--- src/rtl/rv32i_rs_ooo.sv ---
// Out-of-order reservation station: collapsing age queue with multi-port wakeup
// and oldest-ready select feeding a single processing unit.
module rv32i_rs_ooo #(
    parameter int unsigned NUM_ENTRIES = 4,
    parameter int unsigned NUM_WB      = 2,
    parameter int unsigned DATA_BW     = 32,
    parameter int unsigned TAG_BW      = 6,
    parameter int unsigned ROB_IDX_BW  = 5
) (
    input  logic                            clk,
    input  logic                            rst,
    input  logic                            i_push,
    input  logic                            i_src1_value_vld,
    input  logic                            i_src2_value_vld,
    input  logic [DATA_BW-1:0]              i_src1_value,
    input  logic [DATA_BW-1:0]              i_src2_value,
    input  logic [TAG_BW-1:0]               i_src1_phys_rf_tag,
    input  logic [TAG_BW-1:0]               i_src2_phys_rf_tag,
    input  logic [TAG_BW-1:0]               i_dst_phys_rf_tag,
    input  logic [ROB_IDX_BW-1:0]           i_rob_entry_idx,
    input  logic [NUM_WB-1:0]               i_write_back,
    input  logic [NUM_WB*TAG_BW-1:0]        i_phys_rf_wr_idx,
    input  logic [NUM_WB*DATA_BW-1:0]       i_wdata,
    input  logic                            i_flush,
    input  logic                            i_pu_rdy,
    output logic                            o_full,
    output logic                            o_empty,
    output logic [$clog2(NUM_ENTRIES+1)-1:0] o_count,
    output logic                            o_vld,
    output logic [DATA_BW-1:0]              o_src1_value,
    output logic [DATA_BW-1:0]              o_src2_value,
    output logic [TAG_BW-1:0]               o_dst_phys_rf_tag,
    output logic [ROB_IDX_BW-1:0]           o_rob_entry_idx
);

    localparam int unsigned CNT_BW = $clog2(NUM_ENTRIES + 1);
    localparam int unsigned IDX_BW = $clog2(NUM_ENTRIES);

    // Slot storage, slot 0 oldest; valid slots are 0..count_q-1
    logic [CNT_BW-1:0]                          count_q, count_d;
    logic [NUM_ENTRIES-1:0]                     s1_rdy_q, s1_rdy_d, s2_rdy_q, s2_rdy_d;
    logic [NUM_ENTRIES-1:0][DATA_BW-1:0]        s1_data_q, s1_data_d, s2_data_q, s2_data_d;
    logic [NUM_ENTRIES-1:0][TAG_BW-1:0]         s1_tag_q, s1_tag_d, s2_tag_q, s2_tag_d;
    logic [NUM_ENTRIES-1:0][TAG_BW-1:0]         dst_q, dst_d;
    logic [NUM_ENTRIES-1:0][ROB_IDX_BW-1:0]     rob_q, rob_d;

    logic                 sel_found;
    logic [IDX_BW-1:0]    sel_idx;
    logic                 issue_fire;
    logic                 push_ok;
    logic [CNT_BW-1:0]    base;
    logic                 wk_hit;
    logic [DATA_BW-1:0]   wk_data;

    // Lowest-numbered write-back port whose tag matches wins
    function automatic void wb_lookup(
        input  logic [TAG_BW-1:0]          tag,
        input  logic [NUM_WB-1:0]          wb,
        input  logic [NUM_WB*TAG_BW-1:0]   wb_tag,
        input  logic [NUM_WB*DATA_BW-1:0]  wb_data,
        output logic                       hit,
        output logic [DATA_BW-1:0]         data
    );
        hit  = 1'b0;
        data = '0;
        for (int p = int'(NUM_WB) - 1; p >= 0; p--) begin
            if (wb[p] && (wb_tag[p*TAG_BW +: TAG_BW] == tag)) begin
                hit  = 1'b1;
                data = wb_data[p*DATA_BW +: DATA_BW];
            end
        end
    endfunction

    // Oldest valid slot with both operands ready
    always_comb begin : select_oldest
        sel_found = 1'b0;
        sel_idx   = '0;
        for (int i = int'(NUM_ENTRIES) - 1; i >= 0; i--) begin
            if ((CNT_BW'(i) < count_q) && s1_rdy_q[i] && s2_rdy_q[i]) begin
                sel_found = 1'b1;
                sel_idx   = IDX_BW'(i);
            end
        end
    end

    assign issue_fire = sel_found && i_pu_rdy && !i_flush;
    assign push_ok    = i_push && !o_full && !i_flush;

    // Collapse on issue, wake stored operands, then append the pushed entry
    always_comb begin : next_state
        count_d   = count_q;
        s1_rdy_d  = s1_rdy_q;
        s2_rdy_d  = s2_rdy_q;
        s1_data_d = s1_data_q;
        s2_data_d = s2_data_q;
        s1_tag_d  = s1_tag_q;
        s2_tag_d  = s2_tag_q;
        dst_d     = dst_q;
        rob_d     = rob_q;
        base      = count_q;
        wk_hit    = 1'b0;
        wk_data   = '0;
        if (i_flush) begin
            count_d = '0;
        end else begin
            if (issue_fire) begin
                for (int i = 0; i < int'(NUM_ENTRIES) - 1; i++) begin
                    if (IDX_BW'(i) >= sel_idx) begin
                        s1_rdy_d[i]  = s1_rdy_q[i+1];
                        s2_rdy_d[i]  = s2_rdy_q[i+1];
                        s1_data_d[i] = s1_data_q[i+1];
                        s2_data_d[i] = s2_data_q[i+1];
                        s1_tag_d[i]  = s1_tag_q[i+1];
                        s2_tag_d[i]  = s2_tag_q[i+1];
                        dst_d[i]     = dst_q[i+1];
                        rob_d[i]     = rob_q[i+1];
                    end
                end
                s1_rdy_d[NUM_ENTRIES-1] = 1'b0;
                s2_rdy_d[NUM_ENTRIES-1] = 1'b0;
                base = count_q - CNT_BW'(1);
            end
            for (int i = 0; i < int'(NUM_ENTRIES); i++) begin
                if (CNT_BW'(i) < base) begin
                    if (!s1_rdy_d[i]) begin
                        wb_lookup(s1_tag_d[i], i_write_back, i_phys_rf_wr_idx, i_wdata, wk_hit, wk_data);
                        if (wk_hit) begin
                            s1_rdy_d[i]  = 1'b1;
                            s1_data_d[i] = wk_data;
                        end
                    end
                    if (!s2_rdy_d[i]) begin
                        wb_lookup(s2_tag_d[i], i_write_back, i_phys_rf_wr_idx, i_wdata, wk_hit, wk_data);
                        if (wk_hit) begin
                            s2_rdy_d[i]  = 1'b1;
                            s2_data_d[i] = wk_data;
                        end
                    end
                end
            end
            if (push_ok) begin
                for (int i = 0; i < int'(NUM_ENTRIES); i++) begin
                    if (CNT_BW'(i) == base) begin
                        s1_rdy_d[i]  = i_src1_value_vld;
                        s2_rdy_d[i]  = i_src2_value_vld;
                        s1_data_d[i] = i_src1_value_vld ? i_src1_value : '0;
                        s2_data_d[i] = i_src2_value_vld ? i_src2_value : '0;
                        s1_tag_d[i]  = i_src1_phys_rf_tag;
                        s2_tag_d[i]  = i_src2_phys_rf_tag;
                        dst_d[i]     = i_dst_phys_rf_tag;
                        rob_d[i]     = i_rob_entry_idx;
                        if (!i_src1_value_vld) begin
                            wb_lookup(i_src1_phys_rf_tag, i_write_back, i_phys_rf_wr_idx, i_wdata, wk_hit, wk_data);
                            if (wk_hit) begin
                                s1_rdy_d[i]  = 1'b1;
                                s1_data_d[i] = wk_data;
                            end
                        end
                        if (!i_src2_value_vld) begin
                            wb_lookup(i_src2_phys_rf_tag, i_write_back, i_phys_rf_wr_idx, i_wdata, wk_hit, wk_data);
                            if (wk_hit) begin
                                s2_rdy_d[i]  = 1'b1;
                                s2_data_d[i] = wk_data;
                            end
                        end
                    end
                end
            end
            count_d = base + CNT_BW'(push_ok);
        end
    end

    // State register with synchronous reset clearing every field
    always_ff @(posedge clk) begin
        if (rst) begin
            count_q   <= '0;
            s1_rdy_q  <= '0;
            s2_rdy_q  <= '0;
            s1_data_q <= '0;
            s2_data_q <= '0;
            s1_tag_q  <= '0;
            s2_tag_q  <= '0;
            dst_q     <= '0;
            rob_q     <= '0;
        end else begin
            count_q   <= count_d;
            s1_rdy_q  <= s1_rdy_d;
            s2_rdy_q  <= s2_rdy_d;
            s1_data_q <= s1_data_d;
            s2_data_q <= s2_data_d;
            s1_tag_q  <= s1_tag_d;
            s2_tag_q  <= s2_tag_d;
            dst_q     <= dst_d;
            rob_q     <= rob_d;
        end
    end

    assign o_count           = count_q;
    assign o_full            = (count_q == CNT_BW'(NUM_ENTRIES));
    assign o_empty           = (count_q == '0);
    assign o_vld             = sel_found;
    assign o_src1_value      = s1_data_q[sel_idx];
    assign o_src2_value      = s2_data_q[sel_idx];
    assign o_dst_phys_rf_tag = dst_q[sel_idx];
    assign o_rob_entry_idx   = rob_q[sel_idx];

endmodule

--- config.mk ---
export PLATFORM = sky130hd
export DESIGN_NAME = rv32i_rs_ooo
export DESIGN_NICKNAME = d
export VERILOG_FILES = /design/src/rtl/rv32i_rs_ooo.sv
export SDC_FILE = /design/constraint.sdc
export NUM_CORES = 2
export LEC_CHECK = 0
export CAP_MARGIN = 20
export CORE_ASPECT_RATIO = 0.8
export CORE_MARGIN = 5
export CORE_UTILIZATION = 55
export DETAILED_ROUTE_END_ITERATION = 7
export PLACE_DENSITY = 0.77
export SLEW_MARGIN = 20
export SYNTH_ARGS = -nofsm -noshare
export SYNTH_HDL_FRONTEND = slang
export SYNTH_SLANG_ARGS = --single-unit
--- constraint.sdc ---
create_clock -name clk -period 7.1 [get_ports clk]
set_input_delay 1.42 -clock clk [delete_from_list [all_inputs] [get_ports clk]]
set_output_delay 1.42 -clock clk [all_outputs]
set_load 0.02 [all_outputs]
==> impl_metrics.tcl <==
set metrics [dict create \
    area.growth.synth_to_final_pct 14.6 \
    asyncSetResetFlopFracSynth_pct 0 \
    setup_viol_count_final 0 \
    startpoint_to_endpoint_class_of_the_critical_path "reg -> out" \
    post-synth-top-count-cell "sky130_fd_sc_hd__nand2_1" \
    combPwrFrac_pct 16.4 \
    crit_fanout 74 \
    hold_viol_final 0 \
    synthDominantCellAreaShare_pct 26.7 \
    cell_internal_pwr_mw 3.87 \
    synth_top_cells_by_area "sky130_fd_sc_hd__dfxtp_1 (27%), sky130_fd_sc_hd__nand2_1 (8.2%), sky130_fd_sc_hd__mux2i_1 (6.8%)" \
    synth_top_family_by_area "compound AO/OA/AOI/OAI gates" \
    commonest_register_cell_after_synthesis "sky130_fd_sc_hd__dfxtp_1" \
    static-leakage-power_nw 10.2 \
    grt_setup_unrepaired "no" \
    worst_setup_path_end_kind "primary output" \
    max-slew-margin-rel_pct 22.8 \
    worst_hold_path_type "reg -> reg" \
    ctsResizeCount 0 \
    fin_area_mm2 0.0308 \
    area_fraction_in_compound_gates_after_synthesis_pct 33.2 \
    htree_levels 2 \
    postCtsSetupBuffers 0 \
    post_synth_xor_area_fraction_pct 3.16 \
    finalHoldWorstSlack_ns 0.474 \
    std_cell_rows 72 \
    clock_skew_ns 0.0290 \
    antenna_found_initial 1 \
    maxClockFrequency_mhz 156 \
    dp.cells 4220 \
    synth-simple-area-share_pct 19.6 \
    final_critical_path_setup_slack_ns 0.673 \
    cts_stage_hold_buffer_count 0 \
    route.antenna.remaining_nets 0 \
    violations "design-rule violations" \
    cellPowerDensity_mw_per_mm2 176 \
    dp_hpwl_um 66500 \
    fin_crit_ns 6.43 \
    maxCapViolCount 0 \
    core_region_area_mm2 0.0484 \
    avgSynthCellArea_um2 7.28 \
    drtIter0Drc 4843 \
    grt_pass1_wl_um 165000 \
    timing.final.max_slew_violations 0 \
    clkTransAtPathRegs_ns 0.06 \
    die_height_um 208 \
    route.detailed.wl_per_inst_um 25.1 \
    tritoncts "built" \
    start_util_pct 55.6 \
    global_routing_usage_summed_across_all_routing_layers_pct 37.7 \
    clockRootBuffer "sky130_fd_sc_hd__clkbuf_16" \
    ys_warn_count 0 \
    number_of_flops_mapped_to_enable_cells_by_yosys 0 \
    io_buffers 252 \
    switching_share_pct 28.9 \
    clock_power_share_pct 44.0 \
    maximum_buffer_depth_of_the_clock_tree 3 \
    fp.dieW_um 257 \
    final_cell_count_without_fillers 4297 \
    adder_and_majority_cell_fraction_of_the_synthesized_area_pct 0.232 \
    post-synth-top-area-cell "sky130_fd_sc_hd__dfxtp_1" \
    vias_per_cell 7.12 \
    wl_um 108000 \
    route.detailed.drc 4 \
    worstPathRequired_ns 5.68 \
    grt_start_max_net_pins 113 \
    psw_mw 1.57 \
    synth_fp_nets 3875 \
    globalRoute.totalOverflow 0 \
    arrival_ns 5.01 \
    setup.worst_path.start_class "flip-flop" \
    timing.setup.tns_ns 0 \
    drt_first_pass_iters 8 \
    design.portCount 253 \
    worstSkewPairLatency_ns 0.60 \
    antennaDiodeCount 0 \
    synth.yosys.seq_area_share_pct 26.7 \
    number_of_cells_produced_by_synthesis 3698 \
    vias 30600 \
    yosys-mux-area-fraction_pct 9.69 \
    detailed_place.area_mm2 0.0293 \
    cts_num_sinks 359 \
    die_area_mm2 0.0535 \
    fraction_of_layout_instances_using_a_drive_strength_above_1_pct 8.04 \
    run_status "finished, violations left" \
    routabilityCongestion 0.993 \
    vdd_drop_max_uv 203 \
    cts_buffers 42 \
    dp_slack_ns 1.22 \
    worstMarginPinSlew_ns 1.16 \
    final_nets 3812 \
    grt_pass1_vias 28200 \
    cell_area_after_synthesis_mm2 0.0269 \
    yosys.cell_types.count 72 \
    power.sequential.fraction_pct 39.6 \
    yosys_register_bits 359 \
    ys_top_cells_by_count "sky130_fd_sc_hd__nand2_1 (591), sky130_fd_sc_hd__clkbuf_1 (360), sky130_fd_sc_hd__dfxtp_1 (359)" \
    post-route-period-util_pct 90.5 \
]
[final timing paths]
check	from	endpoint	slack [ns]	cells past startpoint
setup reg to reg	o_count[0]	s1_data_q[4]	1.87	10
setup / recovery	o_count[1]	o_src1_value[24]	0.67	10
hold reg to reg	rob_q[16]	rob_q[16]	0.47	2
hold / removal	rob_q[16]	rob_q[16]	0.47	2
[layout by cell type (no fill, tap or decap), drive strengths merged, types with 75 or more instances in the layout]
master	n
a211oi	206
a21oi	264
a221o	119
a31oi	82
and2	100
buf	79
clkdlybuf4s50	249
dfxtp	359
inv	75
mux2i	183
nand2	592
nor2	279
o21ai	266
[through the flow]
step	utilization, %	power (mW)
detailed placement	60.6	3.04
global route	63.7	5.57
finish	63.7	5.44
global placement	60.6	3.04
CTS	63.7	5.40
floorplan	-	2.71
[logic make-up after synthesis]
family / Yosys count
mux: 252
compound gates: 1292
simple gates: 1184
fa+ha+maj: 5
buf+inv: 509
xor+xnor: 97
flops: 359
[critical path, stage by stage, from the launching register on]
cell	delay, ns
sky130_fd_sc_hd__dfxtp_1	0.64
sky130_fd_sc_hd__inv_1	0.21
sky130_fd_sc_hd__ha_1	0.24
sky130_fd_sc_hd__nor2b_1	0.16
sky130_fd_sc_hd__o21a_1	0.50
sky130_fd_sc_hd__o21ai_4	0.88
sky130_fd_sc_hd__buf_12	0.38
sky130_fd_sc_hd__and2_1	0.18
sky130_fd_sc_hd__a211oi_1	0.04
sky130_fd_sc_hd__a31oi_1	0.45
sky130_fd_sc_hd__clkdlybuf4s50_1	0.71
[sequential cells by signal (all words and copies together), names as in the netlist, 4 cells and up]
| register | flops |
|---|---|
| s2_tag_q | 24 |
| dst_q | 24 |
| s1_rdy_q | 4 |
| s1_tag_q | 24 |
| s1_data_q | 128 |
| s2_rdy_q | 4 |
| rob_q | 20 |
| s2_data_q | 128 |
[per-layer routing]
| metal | up-vias | share of wire, % | routed length (um) | global-route usage (%) |
|---|---|---|---|---|
| met2 | 2556 | 41 | 44500 | 54.5 |
| met1 | 14200 | 39 | 42200 | 52.1 |
| met3 | 414 | 15 | 16000 | 10.6 |
| met5 | - | 0.0065 | 7 | 0.269 |
| li1 | 13500 | - | - | - |
| met4 | 2 | 4.9 | 5250 | 17.2 |
[power by group through the flow]
stage	Combinational [mW]	Sequential, mW	Clock (mW)
2_1_floorplan	0.542	2.17	0
3_3_place_gp	0.847	2.19	0
3_5_place_dp	0.854	2.19	0
4_1_cts	0.860	2.15	2.39
5_1_grt	0.945	2.16	2.47
6_report	0.892	2.15	2.40
[layout make-up]
cell class | count | area (um2)
Multi-Input combinational cell | 2830 | 17900
Fill cell | 4220 | 17500
Sequential cell | 359 | 7190
Timing Repair Buffer | 328 | 3150
Clock buffer | 61 | 1230
Tap cell | 629 | 787
Inverter | 74 | 280
Clock inverter | 16 | 251
Power figures use the tool's default switching activity.
